### src/rtl/mem_arb_pkg.sv
// Shared widths and index-sizing helper for the memory arbiter and its tag FIFO.
// Latency: n/a (compile-time constants only).
// Backpressure: n/a.
package mem_arb_pkg;

    localparam int ADDR_W_DEF = 48;
    localparam int DATA_W_DEF = 64;

    // A core index needs at least one bit even when only one port is present.
    function automatic int core_idx_w(input int num_cores);
        return (num_cores <= 1) ? 1 : $clog2(num_cores);
    endfunction

endpackage

### src/rtl/mem_arbiter_tag_fifo.sv
// In-order FIFO of issuing-core indices for outstanding reads.
// Latency: a pushed entry reaches the head one cycle later; head data is read combinationally.
// Backpressure: push dropped when full unless a same-cycle pop frees the slot; pop ignored when empty.
module tag_fifo #(
    parameter int WIDTH = 2,
    parameter int DEPTH = 16
) (
    input  logic                     clk,
    input  logic                     rst,
    input  logic                     push,
    input  logic [WIDTH-1:0]         push_dat,
    input  logic                     pop,
    output logic [WIDTH-1:0]         pop_dat,
    output logic                     full,
    output logic                     empty,
    output logic [$clog2(DEPTH):0]   count
);

    localparam int PTR_W = $clog2(DEPTH);
    localparam int CNT_W = PTR_W + 1;

    logic [WIDTH-1:0] store [DEPTH];
    logic [PTR_W-1:0] wr_ptr;
    logic [PTR_W-1:0] rd_ptr;
    logic             push_ok;
    logic             pop_ok;

    assign empty   = (count == '0);
    assign full    = (count == CNT_W'(DEPTH));
    assign pop_ok  = pop & ~empty;
    assign push_ok = push & (~full | pop_ok);
    assign pop_dat = store[rd_ptr];

    // Pointers wrap naturally at DEPTH; the count alone separates full from empty.
    always_ff @(posedge clk) begin
        if (rst) begin
            wr_ptr <= '0;
            rd_ptr <= '0;
            count  <= '0;
        end else begin
            if (push_ok) wr_ptr <= wr_ptr + 1'b1;
            if (pop_ok)  rd_ptr <= rd_ptr + 1'b1;
            count <= count + CNT_W'(push_ok) - CNT_W'(pop_ok);
        end
    end

    always_ff @(posedge clk) begin
        if (push_ok) store[wr_ptr] <= push_dat;
    end

endmodule

### src/rtl/mem_arbiter.sv
// Round-robin arbiter from NUM_CORES engine ports onto one memory port, routing read data back by tag.
// Latency: grant and memory request are combinational; read data reaches the core 1 cycle after mem_rvalid.
// Backpressure: mem_ready gates grants; reads stall while TAG_DEPTH reads are in flight, writes never stall.
module mem_arbiter
    import mem_arb_pkg::*;
#(
    parameter int NUM_CORES = 4,
    parameter int ADDR_W    = ADDR_W_DEF,
    parameter int DATA_W    = DATA_W_DEF,
    parameter int TAG_DEPTH = 16
) (
    input  logic                          clk,
    input  logic                          rst,
    input  logic [NUM_CORES-1:0]          core_req,
    input  logic [NUM_CORES-1:0]          core_we,
    input  logic [NUM_CORES*ADDR_W-1:0]   core_addr,
    input  logic [NUM_CORES*DATA_W-1:0]   core_wdata,
    output logic [NUM_CORES-1:0]          core_gnt,
    output logic [NUM_CORES-1:0]          core_valid,
    output logic [DATA_W-1:0]             core_rdata,
    output logic                          mem_req,
    output logic                          mem_we,
    output logic [ADDR_W-1:0]             mem_addr,
    output logic [DATA_W-1:0]             mem_wdata,
    input  logic                          mem_ready,
    input  logic                          mem_rvalid,
    input  logic [DATA_W-1:0]             mem_rdata,
    output logic [$clog2(TAG_DEPTH):0]    outstanding,
    output logic                          err_orphan
);

    localparam int IDX_W = core_idx_w(NUM_CORES);

    logic [NUM_CORES-1:0] elig;
    logic [IDX_W-1:0]     rr_ptr;
    logic [IDX_W-1:0]     winner;
    logic [IDX_W-1:0]     head;
    logic                 found;
    logic                 hs;
    logic                 tag_push;
    logic                 tag_pop;
    logic                 tag_full;
    logic                 tag_empty;
    int                   scan_idx;

    // Full is taken from the registered count so mem_rvalid never feeds mem_req.
    always_comb begin
        for (int i = 0; i < NUM_CORES; i++) begin
            elig[i] = core_req[i] & (core_we[i] | ~tag_full);
        end
    end

    always_comb begin
        winner   = rr_ptr;
        found    = 1'b0;
        scan_idx = 0;
        for (int k = 0; k < NUM_CORES; k++) begin
            scan_idx = int'(rr_ptr) + k;
            if (scan_idx >= NUM_CORES) scan_idx = scan_idx - NUM_CORES;
            if (!found && elig[scan_idx]) begin
                winner = IDX_W'(scan_idx);
                found  = 1'b1;
            end
        end
    end

    assign mem_req   = found;
    assign hs        = mem_req & mem_ready;
    assign mem_we    = found & core_we[winner];
    assign mem_addr  = found ? core_addr[winner*ADDR_W +: ADDR_W]  : '0;
    assign mem_wdata = found ? core_wdata[winner*DATA_W +: DATA_W] : '0;

    always_comb begin
        core_gnt = '0;
        if (hs) core_gnt[winner] = 1'b1;
    end

    assign tag_push = hs & ~mem_we;
    assign tag_pop  = mem_rvalid & ~tag_empty;

    tag_fifo #(
        .WIDTH (IDX_W),
        .DEPTH (TAG_DEPTH)
    ) u_tag_fifo (
        .clk      (clk),
        .rst      (rst),
        .push     (tag_push),
        .push_dat (winner),
        .pop      (tag_pop),
        .pop_dat  (head),
        .full     (tag_full),
        .empty    (tag_empty),
        .count    (outstanding)
    );

    always_ff @(posedge clk) begin
        if (rst) begin
            rr_ptr     <= '0;
            core_valid <= '0;
            core_rdata <= '0;
            err_orphan <= 1'b0;
        end else begin
            if (hs) rr_ptr <= (winner == IDX_W'(NUM_CORES - 1)) ? '0 : winner + 1'b1;
            core_valid <= '0;
            if (tag_pop) begin
                core_valid[head] <= 1'b1;
                core_rdata       <= mem_rdata;
            end
            if (mem_rvalid & tag_empty) err_orphan <= 1'b1;
        end
    end

endmodule

### config.mk
export PLATFORM = sky130hd
export DESIGN_NAME = mem_arbiter
export DESIGN_NICKNAME = d
export VERILOG_FILES = /design/src/rtl/mem_arb_pkg.sv /design/src/rtl/mem_arbiter_tag_fifo.sv /design/src/rtl/mem_arbiter.sv
export SDC_FILE = /design/constraint.sdc
export NUM_CORES = 1
export LEC_CHECK = 0
export CAP_MARGIN = 20
export CORE_AREA = 8 8 276 278
export CTS_CLUSTER_DIAMETER = 100
export CTS_CLUSTER_SIZE = 10
export DETAILED_ROUTE_END_ITERATION = 7
export DIE_AREA = 0 0 284 286
export PLACE_DENSITY_LB_ADDON = 0.3
export SETUP_SLACK_MARGIN = 0.1
export SLEW_MARGIN = 20
export SYNTH_ARGS = -nofsm -noshare
export SYNTH_HDL_FRONTEND = slang
export SYNTH_SLANG_ARGS = --single-unit
### constraint.sdc
create_clock -name clk -period 7.2 [get_ports clk]
set_input_delay 0.72 -clock clk [delete_from_list [all_inputs] [get_ports clk]]
set_output_delay 0.72 -clock clk [all_outputs]
set_load 0.01 [all_outputs]
==> results.txt, run 1 <==
----------------------------------------------------
[Clocking]
  Clk slew on worst S/H paths ... 0.06 ns
  Clk sinks ... 120
  Total CTS buffers ... 17
  Number of cells upsized or downsized after cts ... 0
  # H-tree levels ... 4
  Total setup buffers inserted after CTS ... 0
  Cell chosen for the clock root ... sky130_fd_sc_hd__clkbuf_16
  Count of hold buffers inserted by post-cts repair ... 0
  Longest Clk Path Bufs ... 2
  Insertion delay to the later sink of the worst-skew pair ... 0.43 ns
  TritonCTS clock tree ... done

[Setup path]
  Worst-case reg-to-reg path depth ... 15
  Cells along the critical path ... inv_1 > ha_1 > nand4bb_1 > o21ai_2 > o32a_1 > o211a_4 > buf_12 > buf_4 > a211oi_1 > a211oi_1 > clkdlybuf4s50_1
  Cell mode on critical path ... sky130_fd_sc_hd__a211oi_1
  Peak fanout along the critical path ... 81
  Type of origin of the critical path ... flop
  Slowest stage cell on the critical path ... sky130_fd_sc_hd__clkdlybuf4s50_1
  Worst R2R End ... u_tag_fifo.count[4]$_SDFF_PP0_
  Delay contributed by the slowest stage of the critical path ... 0.76 ns
  Category of the most critical setup path ... flop to output port
  Crit. End Element ... output port
  Crit path required time ... 6.48 ns
  Reg-to-reg setup timing slack ... 2.48 ns
  Startpoint of the worst register-to-register path ... u_tag_fifo.count[2]$_SDFF_PP0_
  Crit path arrival time ... 4.91 ns
  Critical path launch point ... u_tag_fifo.count[2]$_SDFF_PP0_

[Power and ir drop]
  Static Leak ... 6.09 nW
  P per Cell Area ... 267 nW/um^2
  Max IR drop VDD ... 0.231 mV
  Overall power after layout ... 4.66 mW

[Synthesis]
  List of most frequent post-synthesis cells ... sky130_fd_sc_hd__a211oi_1, sky130_fd_sc_hd__nand2_1, sky130_fd_sc_hd__nor2b_1
  Main flop type after synthesis ... sky130_fd_sc_hd__dfxtp_1
  Mean instance size in the synthesized netlist ... 8.64 sq um
  Top cell type by total area after synthesis ... sky130_fd_sc_hd__dfxtp_1
  EDFF count, synth ... 32
  Number of warnings reported in the yosys synthesis log ... 0
  Fraction of the yosys area taken by sequential cells ... 0.309
  Area share of the largest cell type after synthesis ... 0.200
  Register bit count reported by yosys ... 120
  Cell count after synthesis ... 1020
  Leading cell type by number of instances after synthesis ... sky130_fd_sc_hd__a211oi_1
  Number of distinct library cell variants in the gate-level netlist after synthesis ... 51
  Dominant cells by area after synthesis ... sky130_fd_sc_hd__dfxtp_1, sky130_fd_sc_hd__a211oi_1, sky130_fd_sc_hd__mux2i_1, sky130_fd_sc_hd__edfxtp_1, sky130_fd_sc_hd__nor2b_1
  Share of flip-flops with an asynchronous set or reset ... 0
  Syn Nets ... 1560
  Cell area after synthesis ... 8810 sq um

[Detailed routing]
  Number of design rule violations left after detail routing ... 0
  First-pass iteration count of the detailed router ... 5
  Number of vias in the routed layout ... 10500
  Post-detailed-routing wire length ... 65500 um
  Mean number of vias per cell ... 3.98
  Initial detailed-routing violation count ... 531
  WL per Instance ... 24.7 um
  ANT nets after route ... 0

[Floorplanning]
  Horiz. Die Dim ... 284 um
  Standard-cell rows ... 99
  Starting density of the core ... 0.122
  Vertical extent of the die ... 286 um
  Core Footprint ... 72100 sq um
  I/O pin cnt ... 716
  Die area ... 81200 sq um

[STA]
  Maximum clock rate ... 178 MHz
  Max-slew headroom at the worst pin ... 0.350
  Slew at the pin closest to its max-slew limit ... 0.974 ns
  Number of hold violations in the final report ... 0
  Number of pins exceeding their max-slew limit in the final report ... 0
  Count of final setup violators ... 0
  Final clock skew ... 0.00763 ns
  Final total negative setup slack ... 0 ns
  Setup repair after global routing missed its margin ... no
  Portion of the clock cycle consumed by the worst path in the final layout ... 0.782
  Final Critical Period ... 5.63 ns

[GRT]
  Global-route usage over all layers ... 0.151
  Met2 GRT Util ... 0.274
  Vias in the first global route ... 11100
  Residual overflow from global routing ... 0
  Maximum number of pins on one net before global-route repair ... 110
  Global routing met3 resource utilization ... 0.0567
  Most used routing layer in global routing ... met2
  Antenna violations before repair ... 23
  GR Util met1 ... 0.165
  Wire length of the first global-routing pass ... 88400 um

[Min path]
  Startpoint of the lowest-slack hold path ... core_rdata[62]$_SDFFE_PP0P_
  Hold-critical path depth ... 2
  Destination of the worst hold path ... core_rdata[62]$_SDFFE_PP0P_
  HP Class ... flop to flop

[Placed design]
  Placed Instances ... 2609
  Number of port buffers ... 715
  Instance area at placement ... 16800 sq um
  Post-DP HPWL ... 56800 um
  Routability congestion estimate ... 0.926

[Final layout]
  Fraction of final layout cells sized beyond drive strength 1 ... 0.0428
  Area added between synthesis and finish ... 98.6%
  Count of fill cells added during filler insertion ... 7796
  Number of nets at the end of the flow ... 2209
  Register Area ... 2720 sq um
  Post-layout instance count excluding filler cells ... 2650
  Area occupied by multi-input gates ... 5500 sq um
  Post-route design area ... 17500 sq um
  Final design utilization ... 0.243

[Flow run]
  Number of violations of the max-capacitance limit ... 0

[Status]
  Outcome ... finished, final reports clean

----------------------------------------------------
## critical path, delay by kind of cell, from the launching register on
kind,cells,cell delay [ns]
buffers and inverters,4,1.72
adders and majority gates,1,0.18
and+or+nand+nor,1,0.37
AOI/OAI and AO/OA,5,1.76
DFF,1,0.33
## worst max path at each step
stage                     cells after the start                              to  slack, ns
after floorplan                              16  u_tag_fifo.count[4]$_SDFF_PP0_       3.73
after global placement                        9                    mem_wdata[5]       1.65
after detailed placement                      9                    mem_wdata[5]       1.60
after CTS                                    11                    mem_wdata[5]       1.31
after global routing                         11                    mem_wdata[5]       1.13
final                                        11                     mem_addr[4]       1.57
## routing by layer
layer,vias up,share of wire
met4,16,0.021
met2,484,0.51
met5,-,0.0016
met3,61,0.085
met1,4898,0.38
li1,5084,-
## metrics by stage
stage	hold slack, ns	setup slack [ns]
6_report	0.452	1.57
3_3_place_gp	0.441	1.65
5_1_grt	0.469	1.13
2_1_floorplan	0.468	3.73
4_1_cts	0.455	1.31
3_5_place_dp	0.447	1.60
## power by group
group          switching, mW  total (mW)  leakage (nW)  internal (mW)
sequential            0.0733       0.877          1.01          0.804
combinational           1.50        2.83          4.76           1.32
clock                  0.325       0.961         0.319          0.636
## layout by cell type (no fill, tap or decap), types with 3 or more instances in the layout
master / count
sky130_fd_sc_hd__clkdlybuf4s50_1: 714
sky130_fd_sc_hd__a211oi_1: 224
sky130_fd_sc_hd__nand2_1: 136
sky130_fd_sc_hd__nor2b_1: 116
sky130_fd_sc_hd__mux2i_1: 113
sky130_fd_sc_hd__dfxtp_1: 88
sky130_fd_sc_hd__a21oi_1: 73
sky130_fd_sc_hd__edfxtp_1: 32
sky130_fd_sc_hd__and3_1: 24
sky130_fd_sc_hd__nor2_1: 19
sky130_fd_sc_hd__clkbuf_16: 17
sky130_fd_sc_hd__ha_1: 15
sky130_fd_sc_hd__buf_4: 15
sky130_fd_sc_hd__inv_1: 13
sky130_fd_sc_hd__mux4_2: 10
sky130_fd_sc_hd__diode_2: 9
sky130_fd_sc_hd__o2111ai_1: 6
sky130_fd_sc_hd__bufinv_16: 5
sky130_fd_sc_hd__nand3_1: 4
sky130_fd_sc_hd__o21ai_0: 4
sky130_fd_sc_hd__xor2_1: 4
sky130_fd_sc_hd__inv_6: 4
sky130_fd_sc_hd__o21a_1: 3
sky130_fd_sc_hd__buf_12: 3
## cells by family after synthesis
group / after synthesis / share of synthesized area
XOR/XNOR: 6 / 0.00597
multiplexers: 124 / 0.155
AND/OR/NAND/NOR: 311 / 0.178
buffers and inverters: 118 / 0.0690
AO/OA/AOI/OAI: 325 / 0.259
adder cells (fa/ha/maj): 16 / 0.0236
flip-flops: 120 / 0.309
## cell type report
cell class,instances,area share
clock buffer,19,0.0259
sequential,120,0.156
timing repair buffer,733,0.419
tap,959,0.0686
multi-input combinational,782,0.314
inverter,15,0.00365
antenna,9,0.00129
clock inverter,13,0.0122
## state kept, by name, indices dropped and copies added (netlist names), named ones only
name,count
u_tag_fifo.rd_ptr,4
core_rdata,64
core_valid,4
rr_ptr,2
u_tag_fifo.wr_ptr,4
u_tag_fifo.store,32
u_tag_fifo.count,5
err_orphan,1
Note: power is estimated with default switching activity, not from simulation.
==> run 2, diff against run 1 <==
--- a/config.mk
+++ b/config.mk
@@ -6,11 +6,11 @@
 export NUM_CORES = 1
 export LEC_CHECK = 0
 export CAP_MARGIN = 20
-export CORE_AREA = 8 8 276 278
+export CORE_AREA = 8 8 269 271
 export CTS_CLUSTER_DIAMETER = 100
 export CTS_CLUSTER_SIZE = 10
 export DETAILED_ROUTE_END_ITERATION = 7
-export DIE_AREA = 0 0 284 286
+export DIE_AREA = 0 0 277 279
 export PLACE_DENSITY_LB_ADDON = 0.3
 export SETUP_SLACK_MARGIN = 0.1
 export SLEW_MARGIN = 20
==> constraint.sdc (replaced) <==
create_clock -name clk -period 4.7 [get_ports clk]
set_input_delay 0.47 -clock clk [delete_from_list [all_inputs] [get_ports clk]]
set_output_delay 0.47 -clock clk [all_outputs]
set_load 0.01 [all_outputs]
==> run 2 against run 1 <==
Utilization grew 2.0 points; via count up 0.86%; combinational power is 61% higher; critical path type unchanged; largest cell class unchanged; highest routed layer unchanged.
==> results.txt, run 2 (same netlist as run 1, synthesis figures left out) <==
----------------------------------------------------
[Status]
  Outcome ... finished, final reports clean

[Min path]
  Startpoint of the lowest-slack hold path ... core_rdata[57]$_SDFFE_PP0P_
  Hold-critical path depth ... 2
  Destination of the worst hold path ... core_rdata[57]$_SDFFE_PP0P_
  HP Class ... flop to flop

[Final layout]
  Biggest registers after layout ... core_rdata (64), u_tag_fifo.store (32), u_tag_fifo.count (5)
  Fraction of final layout cells sized beyond drive strength 1 ... 0.0768
  Number of flip-flops under the largest register name ... 64
  Post-layout instance count excluding filler cells ... 2604
  Number of nets at the end of the flow ... 2245
  Register with the highest flop count ... core_rdata
  Register Area ... 2720 sq um
  Commonest non-fill, non-tap cell in the layout ... sky130_fd_sc_hd__clkdlybuf4s50_1
  Most frequent cells in the layout ... sky130_fd_sc_hd__clkdlybuf4s50_1, sky130_fd_sc_hd__a211oi_1, sky130_fd_sc_hd__nand2_1, sky130_fd_sc_hd__nor2b_1, sky130_fd_sc_hd__mux2i_1
  Count of fill cells added during filler insertion ... 7304
  Area added between synthesis and finish ... 103%
  Final design utilization ... 0.262
  Area occupied by multi-input gates ... 5560 sq um

[STA]
  Final Critical Period ... 4.41 ns
  Slew at the pin closest to its max-slew limit ... 0.870 ns
  Maximum clock rate ... 227 MHz
  Max-slew headroom at the worst pin ... 0.420
  Setup repair after global routing missed its margin ... no
  Final total negative setup slack ... 0 ns
  Final clock skew ... 0.00852 ns
  Count of final setup violators ... 0
  Number of hold violations in the final report ... 0
  Portion of the clock cycle consumed by the worst path in the final layout ... 0.939
  Number of pins exceeding their max-slew limit in the final report ... 0

[Detailed routing]
  Number of design rule violations left after detail routing ... 0
  Mean number of vias per cell ... 4.08
  Post-detailed-routing wire length ... 62000 um
  Initial detailed-routing violation count ... 405
  Number of vias in the routed layout ... 10600
  ANT nets after route ... 0
  First-pass iteration count of the detailed router ... 4
  WL per Instance ... 23.8 um

[Setup path]
  Worst R2R End ... u_tag_fifo.count[4]$_SDFF_PP0_
  Type of origin of the critical path ... flop
  Worst-case reg-to-reg path depth ... 16
  Largest delay share family, worst path ... compound AO/OA/AOI/OAI gates
  Slowest stage cell on the critical path ... sky130_fd_sc_hd__clkdlybuf4s50_1
  Crit path required time ... 4.23 ns
  Category of the most critical setup path ... flop to output port
  Crit path arrival time ... 3.94 ns
  Crit. End Element ... output port
  Reg-to-reg setup timing slack ... 0.55 ns
  Peak fanout along the critical path ... 23
  Delay contributed by the slowest stage of the critical path ... 0.66 ns
  Number of buffer and inverter stages on the critical path ... 4
  Startpoint of the worst register-to-register path ... u_tag_fifo.count[2]$_SDFF_PP0_
  Cells along the critical path ... inv_1 > ha_1 > nand4bb_2 > o21a_1 > o32a_2 > o211a_4 > buf_12 > buf_12 > nor2b_1 > a211oi_1 > a211oi_1 > clkdlybuf4s50_1

[GRT]
  Vias in the first global route ... 11400
  Global-route usage over all layers ... 0.152
  Maximum number of pins on one net before global-route repair ... 114
  Residual overflow from global routing ... 0
  Antenna violations before repair ... 21
  Wire length of the first global-routing pass ... 85900 um

[Floorplanning]
  I/O pin cnt ... 716
  Standard-cell rows ... 96
  Die area ... 77300 sq um
  Core Footprint ... 68000 sq um
  Horiz. Die Dim ... 277 um
  Starting density of the core ... 0.130
  Vertical extent of the die ... 279 um

[Placed design]
  Post-DP HPWL ... 51600 um
  Number of port buffers ... 715
  Placed Instances ... 2564
  Routability congestion estimate ... 0.914

[Clocking]
  TritonCTS clock tree ... done
  # H-tree levels ... 4
  Count of hold buffers inserted by post-cts repair ... 0
  Clk sinks ... 120
  Insertion delay to the later sink of the worst-skew pair ... 0.43 ns
  Clk slew on worst S/H paths ... 0.06 ns
  Total CTS buffers ... 17
  Longest Clk Path Bufs ... 2
  Cell chosen for the clock root ... sky130_fd_sc_hd__clkbuf_16

[Power and ir drop]
  Overall power after layout ... 7.19 mW
  P per Cell Area ... 403 nW/um^2
  Max IR drop VDD ... 0.274 mV
  Static Leak ... 6.34 nW

[Flow run]
  Number of violations of the max-capacitance limit ... 0

----------------------------------------------------
[run 2: changes by cell type in the layout (fill, tap and decap cells not counted), moves of 2 or more]
cell / previous run / this run
sky130_fd_sc_hd__a211oi_1: 224 / 220
sky130_fd_sc_hd__a211oi_2: 0 / 4
sky130_fd_sc_hd__buf_12: 3 / 24
sky130_fd_sc_hd__buf_4: 15 / 46
sky130_fd_sc_hd__bufinv_16: 5 / 2
sky130_fd_sc_hd__clkbuf_8: 2 / 0
sky130_fd_sc_hd__clkdlybuf4s50_1: 714 / 696
sky130_fd_sc_hd__clkinv_4: 1 / 3
sky130_fd_sc_hd__diode_2: 9 / 4
sky130_fd_sc_hd__o211a_4: 1 / 3
[run 2: power breakdown]
part	total [mW]	switching [mW]	internal (mW)
combinational	4.56	2.27	2.30
clock	1.29	0.507	0.781
sequential	1.34	0.110	1.23
total	7.19	2.88	4.31
[run 2: timing repair]
action | CTS | global route
setup endpoints to repair | 78 | 98
resized for setup | 5 | 5
gates cloned | 2 | 0
buffers inserted | 2 | 0
[run 2: how the worst max path moves through the flow]
| stage | start | cells after the start | end |
|---|---|---|---|
| detailed placement | u_tag_fifo.count[2]$_SDFF_PP0_ | 12 | mem_addr[47] |
| CTS | u_tag_fifo.count[2]$_SDFF_PP0_ | 13 | mem_addr[0] |
| floorplan | u_tag_fifo.count[2]$_SDFF_PP0_ | 16 | u_tag_fifo.count[4]$_SDFF_PP0_ |
| global placement | core_we[2] | 9 | mem_addr[1] |
| global route | u_tag_fifo.count[2]$_SDFF_PP0_ | 11 | mem_addr[31] |
| finish | u_tag_fifo.count[2]$_SDFF_PP0_ | 12 | mem_wdata[36] |
[run 2: worst reg2reg max path: cells and delay by family (launching register included)]
family                     cells  cell delay, ns
adders and majority gates      3            0.88
AOI/OAI and AO/OA              7            1.66
buffers and inverters          3            0.53
and+or+nand+nor                3            0.68
DFF                            1            0.33
[run 2: area by class of cell]
| cell class | instances | area share |
|---|---|---|
| Antenna cell | 4 | 0.000561 |
| Clock buffer | 18 | 0.0241 |
| Clock inverter | 14 | 0.00827 |
| Inverter | 15 | 0.00386 |
| Multi-Input combinational cell | 784 | 0.312 |
| Sequential cell | 120 | 0.153 |
| Tap cell | 882 | 0.0618 |
| Timing Repair Buffer | 767 | 0.437 |
[run 2: through the flow]
step / hold WS, ns / worst slack (ns) / cell area, sq um
6_report: 0.452 / 0.289 / 17800
4_1_cts: 0.454 / 0.0637 / 17800
3_5_place_dp: 0.446 / 0.127 / 17200
5_1_grt: 0.468 / 0.103 / 17800
3_3_place_gp: 0.441 / -0.00379 / 17200
2_1_floorplan: 0.468 / 1.23 / 8810
[run 2: layer usage]
metal	GRT usage	vias up	part of all wire
met5	0	-	0.0011
met4	0.0249	12	0.011
met3	0.0579	42	0.080
met2	0.279	453	0.51
met1	0.167	4957	0.39
li1	-	5170	-
